**config.mk**
```make
export PLATFORM = sky130hd
export DESIGN_NAME = modinv_arbiter
export DESIGN_NICKNAME = d
export VERILOG_FILES = /design/src/rtl/modinv_arbiter.sv
export SDC_FILE = /design/constraint.sdc
export NUM_CORES = 1
export LEC_CHECK = 0
export ABC_AREA = 1
export CAP_MARGIN = 20
export CORE_AREA = 2 2 81 83
export CTS_CLUSTER_SIZE = 30
export DETAILED_ROUTE_END_ITERATION = 12
export DIE_AREA = 0 0 83 85
export PLACE_DENSITY_LB_ADDON = 0.1
export SETUP_SLACK_MARGIN = 0.3
export SYNTH_ARGS = -nofsm -noshare
export SYNTH_HDL_FRONTEND = slang
export SYNTH_SLANG_ARGS = --single-unit
export TNS_END_PERCENT = 30
```
**constraint.sdc**
```tcl
create_clock -name clk -period 22.7 [get_ports clk]
set_clock_uncertainty 0.2 [all_clocks]
set_input_delay 4.54 -clock clk [delete_from_list [all_inputs] [get_ports clk]]
set_output_delay 4.54 -clock clk [all_outputs]
set_load 0.03 [all_outputs]
```
**src/rtl/modinv_arbiter.sv**
```systemverilog
// -----------------------------------------------------------------------------
// modinv_arbiter
//
// Shares a single modular-inverse core between two requesters. One request is
// granted at a time with round-robin fairness. The operands are screened
// before the core is launched. The core is watched with a busy timeout, and
// its answer is verified by checking (A*B) mod p == 1 before it is reported.
//
// Handshake (valid/ready): a requester raises reqN_valid and holds reqN_a
// stable until it samples reqN_ready high. The transfer happens on the rising
// edge where valid && ready are both 1. ready is combinational from state and
// valid, and it is only ever high in IDLE. The response is a one-cycle
// rspN_valid pulse with no back-pressure. rsp_b and rsp_err are meaningful
// only while a rspN_valid is high.
//
// Ports
//   clk, rst_n            clock, asynchronous active-low reset
//   p                     modulus, sampled at grant
//   req0_valid/req0_a     requester 0 operand channel
//   req1_valid/req1_a     requester 1 operand channel
//   req0_ready/req1_ready grant
//   rsp0_valid/rsp1_valid one-cycle result pulse to the owning requester
//   rsp_b, rsp_err        shared result and error flag
//   core_a, core_p        operands to the shared core (held ISSUE..CHECK)
//   core_start            one-cycle launch strobe
//   core_busy, core_b     core status and result
//   dbg_state             current FSM state
// -----------------------------------------------------------------------------
module modinv_arbiter #(
   parameter int W       = 4,
   parameter int TIMEOUT = 64
) (
   input  logic         clk,
   input  logic         rst_n,
   input  logic [W-1:0] p,
   input  logic         req0_valid,
   input  logic [W-1:0] req0_a,
   input  logic         req1_valid,
   input  logic [W-1:0] req1_a,
   output logic         req0_ready,
   output logic         req1_ready,
   output logic         rsp0_valid,
   output logic         rsp1_valid,
   output logic [W-1:0] rsp_b,
   output logic         rsp_err,
   output logic [W-1:0] core_a,
   output logic [W-1:0] core_p,
   output logic         core_start,
   input  logic         core_busy,
   input  logic [W-1:0] core_b,
   output logic [2:0]   dbg_state
);

   localparam logic [2:0] S_IDLE   = 3'd0;
   localparam logic [2:0] S_ISSUE  = 3'd1;
   localparam logic [2:0] S_SETTLE = 3'd2;
   localparam logic [2:0] S_WAIT   = 3'd3;
   localparam logic [2:0] S_CHECK  = 3'd4;
   localparam logic [2:0] S_RESP   = 3'd5;

   localparam int W2 = 2 * W;
   localparam int CW = $clog2(TIMEOUT + 1);

   logic [2:0]    r_state;
   logic [W-1:0]  r_a;
   logic [W-1:0]  r_p;
   logic [W-1:0]  r_b;
   logic [W-1:0]  r_rsp_b;
   logic          r_rsp_err;
   logic          r_owner;   // 0: req0, 1: req1
   logic          r_prio;    // 1: req1 wins a tie, 0: req0 wins a tie
   logic [CW-1:0] r_cnt;

   logic          w_idle;
   logic          w_any;
   logic          w_gnt1;
   logic [W-1:0]  w_sel_a;
   logic          w_reject;
   logic [W2-1:0] w_prod;
   logic [W2-1:0] w_mod;
   logic          w_ok;

   assign w_idle   = (r_state == S_IDLE);
   assign w_any    = req0_valid | req1_valid;
   // req1 wins when it is alone, or when both ask and it was not served last
   assign w_gnt1   = req1_valid & (~req0_valid | r_prio);
   assign w_sel_a  = w_gnt1 ? req1_a : req0_a;
   // Operands the core cannot invert are answered without launching it
   assign w_reject = (w_sel_a == '0) || (w_sel_a >= p) || (p < W'(2));

   // Gating with rst_n keeps the grant low while reset is held
   assign req0_ready = rst_n & w_idle & req0_valid & ~w_gnt1;
   assign req1_ready = rst_n & w_idle & w_gnt1;

   assign rsp0_valid = (r_state == S_RESP) & ~r_owner;
   assign rsp1_valid = (r_state == S_RESP) & r_owner;
   assign rsp_b      = r_rsp_b;
   assign rsp_err    = r_rsp_err;
   assign core_a     = r_a;
   assign core_p     = r_p;
   assign core_start = (r_state == S_ISSUE);
   assign dbg_state  = r_state;

   // Full-width product so the verification never wraps before the reduction
   assign w_prod = W2'(r_a) * W2'(r_b);
   assign w_mod  = (r_p == '0) ? '0 : (w_prod % W2'(r_p));
   assign w_ok   = (w_mod == W2'(1));

   always_ff @(posedge clk or negedge rst_n) begin
      if (!rst_n) begin
         r_state   <= S_IDLE;
         r_a       <= '0;
         r_p       <= '0;
         r_b       <= '0;
         r_rsp_b   <= '0;
         r_rsp_err <= 1'b0;
         r_owner   <= 1'b0;
         r_prio    <= 1'b0;
         r_cnt     <= '0;
      end else begin
         case (r_state)
            S_IDLE: begin
               if (w_any) begin
                  r_a     <= w_sel_a;
                  r_p     <= p;
                  r_owner <= w_gnt1;
                  r_cnt   <= '0;
                  if (w_reject) begin
                     r_rsp_b   <= '0;
                     r_rsp_err <= 1'b1;
                     r_state   <= S_RESP;
                  end else begin
                     r_state <= S_ISSUE;
                  end
               end
            end
            S_ISSUE: begin
               r_state <= S_SETTLE;
            end
            S_SETTLE: begin
               // core_busy may not be valid yet right after the launch
               r_cnt   <= '0;
               r_state <= S_WAIT;
            end
            S_WAIT: begin
               if (!core_busy) begin
                  r_b     <= core_b;
                  r_state <= S_CHECK;
               end else if (r_cnt == CW'(TIMEOUT - 1)) begin
                  // This was the TIMEOUT-th WAIT cycle with the core still busy
                  r_rsp_b   <= '0;
                  r_rsp_err <= 1'b1;
                  r_state   <= S_RESP;
               end else begin
                  r_cnt <= r_cnt + CW'(1);
               end
            end
            S_CHECK: begin
               r_rsp_b   <= r_b;
               r_rsp_err <= ~w_ok;
               r_state   <= S_RESP;
            end
            S_RESP: begin
               r_prio  <= ~r_owner;
               r_state <= S_IDLE;
            end
            default: begin
               r_state <= S_IDLE;
            end
         endcase
      end
   end

endmodule

```
== Word-level counts from Yosys, hierarchy flattened ==
Cells that the tools add are included.
Widths: inputs -> output; s select.

* Bits in writable memories: 0
* Bits in read-only memories: 0
* Memories: 0
* Flip-flop bits (word level): 29
* Latch bits: 0
* Output and inout port bits: 21
* Input port bits: 21

* Reductions and logical operators: 12
* Multiply operators: 1
* Magnitude comparators: 2
* Shift operators: 0
* Bitwise logic cells: 14
* Eq/ne operators: 13
* Add/subtract/negate cells: 1
* Mux-type cells: 21
* Div/mod/pow operators: 1

{| class="wikitable"
|+ Operator list
! kind !! count
|-
| $mux 7 || 3
|-
| $pmux 7 s3 || 1
|-
| $mux 4 || 5
|-
| $pmux 3 s5 || 1
|-
| $mux 3 || 4
|-
| $pmux 4 s3 || 1
|-
| $eq 8x1->1 const B || 1
|-
| $logic_not 4->1 || 2
|-
| $mod 8x4->8 || 1
|-
| $mul 4x4->8 || 1
|-
| $mux 8 || 1
|-
| $add 7x1->7 const B || 1
|-
| $and 1x1->1 || 7
|-
| $eq 7x6->1 const B || 1
|-
| $eq 3x2->1 const B || 2
|-
| $eq 3x3->1 const B || 2
|-
| $ne 2x2->1 const B || 3
|-
| $reduce_and 2->1 || 3
|-
| $reduce_bool 3->1 || 2
|-
| $not 1->1 || 5
|-
| $reduce_and 5->1 || 1
|-
| $ge 4x4->1 || 1
|-
| $lt 4x2->1 const B || 1
|-
| $mux 1 || 4
|-
| 8 further kinds || 11
|}

== Longest topological paths before layout ==
Gate-level depths: netlist (run 1).

* Depth in word-level cells: 10
* Gate-level depth with buffers: 80

== Worst setup path before layout (run 1) ==
OpenSTA, ideal clock, no wires.

* Path kind: input -> output
* From: in req0_valid
* To: out req0_ready
* Data arrival time: 6027 ps
* Stages: 4
* Slack: 11933 ps
* Buffers on the path: 0
* Path through: inv_1 o21ai_0 inv_1 nor4_1

* Cells in the longest elaborated chain, start to end: 5
* Elaborated cells between the ends (all ways): 6
* Those cells by class: bitwise: 6

{| class="wikitable"
|+ RTL lines
! element !! RTL line !! source
|-
| from (decl) || 36 || <nowiki>input logic req0_valid,</nowiki>
|-
| $not 1->1 || 86 || <nowiki>assign w_gnt1 = req1_valid & (~req0_valid | r_prio);</nowiki>
|-
| $or 1x1->1 || 86 ||
|-
| $and 1x1->1 || 86 ||
|-
| $not 1->1 || 92 || <nowiki>assign req0_ready = rst_n & w_idle & req0_valid & ~w_gnt1;</nowiki>
|-
| $and 1x1->1 (*) || 92 ||
|-
| to (decl) || 40 || <nowiki>output logic req0_ready,</nowiki>
|}

Mark *: on every way between the ends. The rest lies on a longest branch, timed or not.

== Worst setup path in the final report (run 1) ==
* From: reg r_a[0], in the netlist core_a[0]
* To: reg r_rsp_err, in the netlist rsp_err

* Cells in the longest elaborated chain, start to end: 6

{| class="wikitable"
|+ RTL lines
! element !! RTL line !! source
|-
| from (decl) || 65 || <nowiki>logic [W-1:0] r_a;</nowiki>
|-
| from (signal assigned) || 124 || <nowiki>r_a <= w_sel_a;</nowiki>
|-
| $mul 4x4->8 || 105 || <nowiki>assign w_prod = W2'(r_a) * W2'(r_b);</nowiki>
|-
| $mod 8x4->8 || 106 || <nowiki>assign w_mod = (r_p == '0) ? '0 : (w_prod % W2'(r_p));</nowiki>
|-
| $mux 8 || 106 ||
|-
| $eq 8x1->1 || 107 || <nowiki>assign w_ok = (w_mod == W2'(1));</nowiki>
|-
| $not 1->1 || 160 || <nowiki>r_rsp_err <= ~w_ok;</nowiki>
|-
| $pmux 1 s3 || 121 || <nowiki>case (r_state)</nowiki>
|-
| to (signal assigned) || 160 ||
|-
| to (decl) || 69 || <nowiki>logic r_rsp_err;</nowiki>
|}

Every way passes these cells.
A chain may end at the register's enable or synchronous reset.

==> impl_metrics.json, run 1 <==
{
  "outcome": "complete, no violations",
  "syn_nets": 579,
  "ys_seq_area_share_pct": 20.4,
  "postCtsSetupRepairBufs": 0,
  "synth_edf_count": 0,
  "first_pass_iters": 6,
  "cp.required_ns": 22.67,
  "hold_path_class": "reg -> reg",
  "hp-start": "r_cnt[2]$_DFFE_PN0P_",
  "drtIter0Drc": 78,
  "crit_type": "reg -> reg",
  "dp_hpwl_um": 6260,
  "async_flop_share_pct": 100,
  "cts_hold_buffers": 0,
  "yosys.area.top_type": "dfrtp_1",
  "core-area_sq_um": 6200,
  "synth_cells": 508,
  "die-area_sq_um": 7060,
  "via_per_inst": 5.16,
  "final_cell_mix": "132 x nand2_1, 91 x inv_1, 45 x ha_1, 41 x clkdlybuf4s50_1, 32 x nor2_1",
  "crit_arrival_ns": 11.63,
  "antennaDiodeCount": 0,
  "wl_um": 7510,
  "cts_max_level": 2,
  "cts_max_path_buffers": 2,
  "grt_overflow": 0,
  "dp_cells": 625,
  "reg2reg_from": "core_a[0]$_DFFE_PN0P_",
  "die_w_um": 83,
  "synth_top_area_share_pct": 20.4,
  "grt_max_degree": 31,
  "path_max_fanout": 11,
  "num_vias": 3264,
  "slew-limit-headroom_pct": 60.7,
  "place_ws_ns": 11.09,
  "cap_violations": 0,
  "clock.fmax_ghz": 0.0858,
  "start_kind": "flip-flop",
  "startpoint": "core_a[0]$_DFFE_PN0P_",
  "syn_area_per_cell_sq_um": 7.02,
  "finalHoldViolations": 0,
  "worst_pin_slew_ns": 0.586,
  "grt_pass1_vias": 3170,
  "wl_per_cell_um": 11.9,
  "antenna_found_initial": 0,
  "setup-tns-final_ns": 0,
  "ys.flop_type": "dfrtp_1",
  "nets": 626,
  "period_minus_slack_ns": 11.66,
  "final_common_cell": "nand2_1",
  "io_pins": 42,
  "synth.area.top_cells": "dfrtp_1 20%, ha_1 16%, nand2_1 14%, inv_1 9.6%, nand3_1 3.7%",
  "setup_viol": 0,
  "yosys_warnings": 0,
  "instances_no_fill": 633,
  "layout-drive-gt1-share_pct": 10.1,
  "clk_pin_slew_ns": 0.07,
  "crit_top_cell": "nand2_1",
  "cpPeakStageDelay_ns": 0.60,
  "rsz0062_at_grt": "no",
  "syn_area_sq_um": 3560,
  "gp_congestion": 0.888,
  "endpoint_kind": "flip-flop",
  "fp-row-count": 29,
  "cts_resized": 0,
  "drv_slew": 0,
  "synth.distinct_cells": 47,
  "drcViolationCount": 0,
  "period_share_pct": 51.3,
  "setup_ws_ns": 11.04,
  "cts_inserted_buffers": 5,
  "portBuffers": 41,
  "ys_ff_latch": 29,
  "clk_latency_ns": 0.28,
  "grt_use_total_pct": 22.2,
  "grt_pass1_wl_um": 13200,
  "start_util_pct": 57.5,
  "cts_tree": "yes",
  "dieHeight_um": 85,
  "clkSinkCount": 29,
  "root_buffer": "clkbuf_8",
  "syn_to_final_growth_pct": 17.8,
  "ant_nets": 0,
  "crit_path_top_delay_cell": "fa_1"
}
-- Yosys cell counts, types with 5 or more instances --
cell,count
nor3_1,5
nand3_2,5
inv_1,91
fa_1,5
a21oi_1,20
nand3_1,26
nand4_1,7
o22ai_1,5
dfrtp_1,29
xnor2_1,7
ha_1,45
nand2_1,132
o21ai_0,24
nor2_1,32
nand2_2,6
xor2_1,9
nand2_4,7
-- cell families (layout without fill, tap and decap cells) --
family / Yosys count / count (layout) / share of synthesized area [%]
muxes: 1 / 1 / 0.281
AOI/OAI and AO/OA: 71 / 71 / 12.4
DFF: 29 / 29 / 20.4
buffers and inverters: 98 / 146 / 10.5
adders and majority gates: 50 / 50 / 18.6
xor gates and xnor gates: 16 / 16 / 3.93
and+or+nand+nor: 243 / 243 / 33.9
-- layout make-up --
class,count,area (sq um)
fill,552,2010
clock buffer,5,68.8
clock inverter,3,65.1
timing repair buffer,42,418
sequential,29,726
multi-input combinational,381,2460
inverter,96,360
tap,77,96.3
-- through the flow --
stage                     utilization, %  hold slack [ns]  instance area [sq um]
after CTS                           67.7            0.291                   4200
after detailed placement            65.5            0.264                   4060
after global placement              65.5            0.263                   4060
final                               67.7            0.291                   4200
after floorplan                        -            0.245                   3560
after global routing                67.7            0.326                   4200
-- layer usage --
| metal | part of all wire [%] | wire length (um) | vias to the layer above | global-route usage, % |
|---|---|---|---|---|
| met5 | 0 | 0 | - | 0 |
| met4 | 1.8 | 134 | 0 | 7.30 |
| met3 | 2.9 | 218 | 9 | 1.56 |
| met2 | 51 | 3820 | 59 | 44.1 |
| met1 | 44 | 3340 | 1482 | 25.0 |
| li1 | - | - | 1714 | - |
-- final timing paths --
kind / endpoint / slack [ns] / cells past startpoint
setup / recovery: rsp_err$_DFFE_PN0P_ / 11.04 / 72
hold / removal: r_cnt[2]$_DFFE_PN0P_ / 0.29 / 1
setup reg to reg: rsp_err$_DFFE_PN0P_ / 11.04 / 72
hold reg to reg: r_cnt[2]$_DFFE_PN0P_ / 0.29 / 1
max in group asynchronous: core_a[1]$_DFFE_PN0P_ / 17.57 / 2
min in group asynchronous: r_cnt[2]$_DFFE_PN0P_ / 4.45 / 2
-- registers in the layout, indices dropped and copies added, names as in the netlist --
| register | count |
|---|---|
| core_a | 4 |
| r_b | 4 |
| r_cnt | 7 |
| core_p | 4 |
| rsp_err | 1 |
| dbg_state | 3 |
| r_owner | 1 |
| r_prio | 1 |
| rsp_b | 4 |
-- critical path: cells and delay by family, from the launching register on --
family	cells	cell delay [ns]
flops	1	0.44
simple gates	34	3.36
xor+xnor	1	0.16
buf+inv	7	0.44
fa+ha+maj	11	3.74
compound gates	19	3.21
Power of run 1 is left out: the tool's default activity adds up to more than one toggle a clock period on the data nets, which glitch-free logic cannot reach.
==> run 2: changes to the inputs <==
--- a/config.mk
+++ b/config.mk
@@ -7,10 +7,10 @@
 export LEC_CHECK = 0
 export ABC_AREA = 1
 export CAP_MARGIN = 20
-export CORE_AREA = 2 2 81 83
+export CORE_AREA = 2 2 86 88
 export CTS_CLUSTER_SIZE = 30
 export DETAILED_ROUTE_END_ITERATION = 12
-export DIE_AREA = 0 0 83 85
+export DIE_AREA = 0 0 88 90
 export PLACE_DENSITY_LB_ADDON = 0.1
 export SETUP_SLACK_MARGIN = 0.3
 export SYNTH_ARGS = -nofsm -noshare
==> constraint.sdc (replaced) <==
create_clock -name clk -period 10.3 [get_ports clk]
set_clock_uncertainty 0.2 [all_clocks]
set_input_delay 2.06 -clock clk [delete_from_list [all_inputs] [get_ports clk]]
set_output_delay 2.06 -clock clk [all_outputs]
set_load 0.03 [all_outputs]
==> run 2 against run 1 <==
Against the previous run:
- the run now ends with negative setup slack left
- final area grew 23%
- critical endpoint unchanged
- via count grew 11%
- non-clock buffer count grew 80
- final cell count grew 16%
- utilization grew 5.7 points
- clock-buffer cell count is the same
- first-iteration DRC count shrank 5.1%
- worst hold slack gained 0.00056 ns
- flip-flop and latch count is the same
==> impl_metrics.json, run 2 (synthesis gave the netlist of run 1 again) <==
{
  "rrSetupSlack_ns": -0.15,
  "start_util_pct": 50.8,
  "wl_um": 9110,
  "violations": "negative setup slack",
  "via_per_inst": 4.93,
  "endpoint_kind": "flip-flop",
  "outcome": "complete, but fails checks",
  "cts_inserted_buffers": 5,
  "dieHeight_um": 90,
  "num_vias": 3625,
  "setup_viol": 1,
  "hold_path_class": "reg -> reg",
  "reg2reg_from": "core_a[2]$_DFFE_PN0P_",
  "n_fill_cell": 563,
  "crit_path_top_delay_cell": "fa_1",
  "final_common_cell": "nand2_1",
  "ff2ff_path_depth": 74,
  "root_buffer": "clkbuf_8",
  "clkSinkCount": 29,
  "startpoint": "core_a[2]$_DFFE_PN0P_",
  "start_kind": "flip-flop",
  "whs_endpoint": "r_cnt[2]$_DFFE_PN0P_",
  "cts_max_path_buffers": 2,
  "regArea_sq_um": 729,
  "largest-register": "r_cnt",
  "final_cell_mix": "116 x nand2_1, 83 x inv_1, 78 x buf_4, 41 x clkdlybuf4s50_1, 32 x ha_1",
  "cts_max_level": 2,
  "drv_slew": 0,
  "antennaDiodeCount": 0,
  "antenna_found_initial": 0,
  "grt_max_degree": 31,
  "crit_buf_inv": 12,
  "clock.fmax_ghz": 0.0957,
  "cpPeakStageDelay_ns": 0.54,
  "cp.required_ns": 10.27,
  "drcViolationCount": 0,
  "core-area_sq_um": 7020,
  "dp_hpwl_um": 6740,
  "fp-row-count": 31,
  "io_pins": 42,
  "syn_to_final_growth_pct": 44.5,
  "period_minus_slack_ns": 10.45,
  "cp_top_family": "adder cells",
  "clk_pin_slew_ns": 0.06,
  "first_pass_iters": 4,
  "cts_hold_buffers": 0,
  "grt_overflow": 0,
  "die_w_um": 88,
  "gp_congestion": 0.905,
  "grt_use_total_pct": 23.2,
  "cap_violations": 0,
  "finalHoldViolations": 0,
  "setup-tns-final_ns": -0.145,
  "hp-start": "r_cnt[2]$_DFFE_PN0P_",
  "crit_arrival_ns": 10.42,
  "wl_per_cell_um": 12.4,
  "ant_nets": 0,
  "slew-limit-headroom_pct": 55.5,
  "path_max_fanout": 7,
  "grt_pass1_wl_um": 15100,
  "largest_reg_flops": 7,
  "die-area_sq_um": 7920,
  "whs_ns": 0.292,
  "nets": 706,
  "setup_ws_ns": -0.145,
  "clk_latency_ns": 0.28,
  "hold_depth": 1,
  "grt_pass1_vias": 3587,
  "crit_top_cell": "nand2_2",
  "period_share_pct": 101,
  "worst_pin_slew_ns": 0.667,
  "rsz0062_at_grt": "yes",
  "drtIter0Drc": 74,
  "multi_input_area_sq_um": 2820,
  "cts_tree": "yes",
  "layout-drive-gt1-share_pct": 30.8,
  "rr_endpoint": "rsp_err$_DFFE_PN0P_",
  "crit_type": "reg -> reg",
  "portBuffers": 41
}
==> run 2: cell count changes in the layout (fill, tap and decap cells not counted), moves of 8 or more <==
| cell | before | now |
|---|---|---|
| buf_4 | 1 | 78 |
| nand2_1 | 132 | 116 |
| nand2_2 | 6 | 20 |
| ha_1 | 45 | 32 |
| ha_4 | 0 | 13 |
| inv_1 | 91 | 83 |
| inv_2 | 4 | 12 |
==> run 2: worst max path at each step <==
stage | to | slack [ns] | cells after the start
after global routing | rsp_err$_DFFE_PN0P_ | -0.74 | 73
after CTS | rsp_err$_DFFE_PN0P_ | 0.18 | 73
final | rsp_err$_DFFE_PN0P_ | -0.15 | 74
after detailed placement | rsp_err$_DFFE_PN0P_ | -0.24 | 75
after global placement | rsp_err$_DFFE_PN0P_ | 0.02 | 76
after floorplan | rsp_err$_DFFE_PN0P_ | -0.01 | 77
==> run 2: worst register-to-register path: cells and delay by family, from the launching register on <==
family / cells / cell delay [ns]
compound gates: 20 / 2.38
fa+ha+maj: 11 / 3.28
buf+inv: 12 / 1.10
flops: 1 / 0.40
simple gates: 31 / 3.01
==> run 2: metrics by stage <==
| stage | instance area (sq um) | util (%) | cells | setup slack (ns) |
|---|---|---|---|---|
| final | 5150 | 73.4 | 735 | -0.145 |
| after detailed placement | 4580 | 65.2 | 694 | -0.240 |
| after global routing | 5150 | 73.4 | 735 | -0.739 |
| after global placement | 4580 | 65.2 | 694 | 0.0217 |
| after CTS | 4930 | 70.3 | 722 | 0.178 |
| after floorplan | 3700 | - | 508 | -0.0145 |
==> run 2: area by class of cell <==
cell class,count,share of cell area [%]
Clock buffer,5,1.34
Timing Repair Buffer,122,20.0
Sequential cell,29,14.2
Tap cell,99,2.40
Clock inverter,3,0.340
Multi-Input combinational cell,381,54.7
Inverter,96,7.04
==> run 2: repair_timing <==
item	4_1_cts	5_1_grt
buffers inserted	20	13
resized for setup	23	24
pin swaps	35	35
endpoints found under the setup margin	1	1
==> run 2: routing by layer <==
| metal | track usage [%] | wire [um] | up-vias |
|---|---|---|---|
| met5 | 0 | 0 | - |
| li1 | - | - | 1884 |
| met2 | 41.2 | 4660 | 71 |
| met4 | 9.74 | 308 | 0 |
| met3 | 2.30 | 267 | 23 |
| met1 | 27.8 | 3880 | 1647 |
Power of run 2 is left out for the same reason.
==> run 3: changes to the inputs <==
--- a/config.mk
+++ b/config.mk
@@ -12,6 +12,7 @@
 export DETAILED_ROUTE_END_ITERATION = 12
 export DIE_AREA = 0 0 88 90
 export PLACE_DENSITY_LB_ADDON = 0.1
+export REMOVE_ABC_BUFFERS = 1
 export SETUP_SLACK_MARGIN = 0.3
 export SYNTH_ARGS = -nofsm -noshare
 export SYNTH_HDL_FRONTEND = slang
==> run 3 against run 2 <==
Against the previous run:
- the flow still finishes with violations (negative setup slack)
- global-route usage up 2.3 points
- routed wire length increased by 20%
- sequential share of layout area shrank 1.1 points
- fmax is 2.7% lower
- register-to-register slack lost 0.29 ns
- largest cell class unchanged
- final cell count grew 5.7%
==> impl_metrics.json, run 3 (synthesis gave the netlist of run 1 again) <==
{
  "outcome": "complete, but fails checks",
  "violations": "negative setup slack",
  "crit_top_cell": "nand2_2",
  "multi_input_area_sq_um": 2850,
  "instances_no_fill": 777,
  "antenna_found_initial": 0,
  "setup_viol": 1,
  "largest_reg_flops": 7,
  "via_per_inst": 5.16,
  "hold_depth": 1,
  "fp-row-count": 31,
  "portBuffers": 41,
  "clock.fmax_ghz": 0.0932,
  "cts_max_path_buffers": 2,
  "wl_um": 11000,
  "period_share_pct": 104,
  "crit_path_top_delay_cell": "fa_1",
  "core-area_sq_um": 7020,
  "drtIter0Drc": 161,
  "stdcell_area_sq_um": 5540,
  "io_pins": 42,
  "whs_ns": 0.284,
  "grt_pass1_vias": 3887,
  "start_kind": "flip-flop",
  "clkSinkCount": 29,
  "slew-limit-headroom_pct": 49.5,
  "rsz0062_at_grt": "yes",
  "met1_length_um": 4430,
  "setup_ws_ns": -0.434,
  "grt_use_total_pct": 25.5,
  "cts_max_level": 2,
  "dp_hpwl_um": 7280,
  "clk_pin_slew_ns": 0.07,
  "dp_cells": 723,
  "cts_tree": "yes",
  "path_max_fanout": 6,
  "cpPeakStageDelay_ns": 0.53,
  "grt_max_degree": 31,
  "die-area_sq_um": 7920,
  "finalHoldViolations": 0,
  "cap_violations": 0,
  "layout-drive-gt1-share_pct": 34.5,
  "num_vias": 4007,
  "start_util_pct": 50.8,
  "n_fill_cell": 479,
  "ant_nets": 0,
  "nets": 748,
  "period_minus_slack_ns": 10.73,
  "final_common_cell": "buf_4",
  "largest-register": "r_cnt",
  "antennaDiodeCount": 0,
  "drcViolationCount": 0,
  "dieHeight_um": 90,
  "crit_arrival_ns": 10.70,
  "grt_pass1_wl_um": 16500,
  "syn_to_final_growth_pct": 55.4,
  "cts_inserted_buffers": 5,
  "wl_met3_um": 316,
  "met2_length_um": 5810,
  "regArea_sq_um": 726,
  "endpoint_kind": "flip-flop",
  "cts_hold_buffers": 0,
  "worst_pin_slew_ns": 0.756,
  "crit_type": "reg -> reg",
  "highest_layer": "met4",
  "hold_path_class": "reg -> reg",
  "dpl_cell_area_sq_um": 4660,
  "root_buffer": "clkbuf_8",
  "cp.required_ns": 10.27,
  "final_cell_mix": "119 x buf_4, 116 x nand2_1, 86 x inv_1, 41 x clkdlybuf4s50_1, 31 x ha_1",
  "grt_overflow": 0,
  "ff2ff_path_depth": 78,
  "wl_per_cell_um": 14.1,
  "die_w_um": 88,
  "gp_congestion": 0.854,
  "first_pass_iters": 4,
  "clk_latency_ns": 0.28,
  "drv_slew": 0
}
run 3: changes by cell type in the layout (fill, tap and decap cells not counted), moves of 2 or more:
cell | previous run | this run
bufinv_16 | 0 | 2
a21oi_4 | 7 | 5
o21ai_2 | 7 | 5
buf_4 | 78 | 119
dfrtp_1 | 26 | 29
o21ai_4 | 1 | 3
dfrtp_2 | 3 | 0
inv_2 | 12 | 10
xnor2_1 | 7 | 5
xnor2_2 | 0 | 2
inv_1 | 83 | 86
run 3: area by class of cell:
type / instances / area share (%)
flip-flops and latches: 29 / 13.1
clock inverters: 3 / 1.17
multi-input cells: 381 / 51.4
clock buffers: 5 / 1.24
repair buffers: 164 / 24.3
inverters: 96 / 6.50
well taps: 99 / 2.24
run 3: layer usage:
layer  global-route usage (%)  vias to the layer above
li1                         -                     1979
met2                     48.0                      104
met1                     29.2                     1881
met5                        0                        -
met4                     9.36                        0
met3                     1.84                       43
run 3: timing repair:
action                     4_1_cts  5_1_grt
setup endpoints to repair        1        1
pin swaps                       58       59
buffers inserted                30       16
gates resized for setup         44       36
run 3: worst paths after layout:
kind	start	endpoint	slack, ns
hold / removal	r_cnt[2]$_DFFE_PN0P_	r_cnt[2]$_DFFE_PN0P_	0.28
max in group asynchronous	rst_n	core_a[0]$_DFFE_PN0P_	7.66
min in group asynchronous	rst_n	r_cnt[5]$_DFFE_PN0P_	1.97
setup / recovery	r_b[3]$_DFFE_PN0P_	rsp_err$_DFFE_PN0P_	-0.43
setup reg to reg	r_b[3]$_DFFE_PN0P_	rsp_err$_DFFE_PN0P_	-0.43
hold reg to reg	r_cnt[2]$_DFFE_PN0P_	r_cnt[2]$_DFFE_PN0P_	0.28
run 3: metrics by stage:
stage               setup WS (ns)  TNS (ns)  utilization, %
finish                     -0.434    -0.434            78.9
detailed placement         -0.681    -0.681            66.4
global route               -0.957    -0.957            78.9
floorplan                  -0.434    -0.434               -
CTS                        -0.190    -0.190            73.9
global placement           -0.237    -0.237            66.4
run 3: worst max-delay path, delay by kind of cell, from the launching register on:
kind / cells / cell delay (ns)
buffers and inverters: 17 / 1.77
adders and majority gates: 11 / 3.29
xor gates and xnor gates: 2 / 0.29
and+or+nand+nor: 35 / 3.28
DFF: 1 / 0.39
AOI/OAI and AO/OA: 13 / 1.41
Power of run 3 is left out for the same reason.
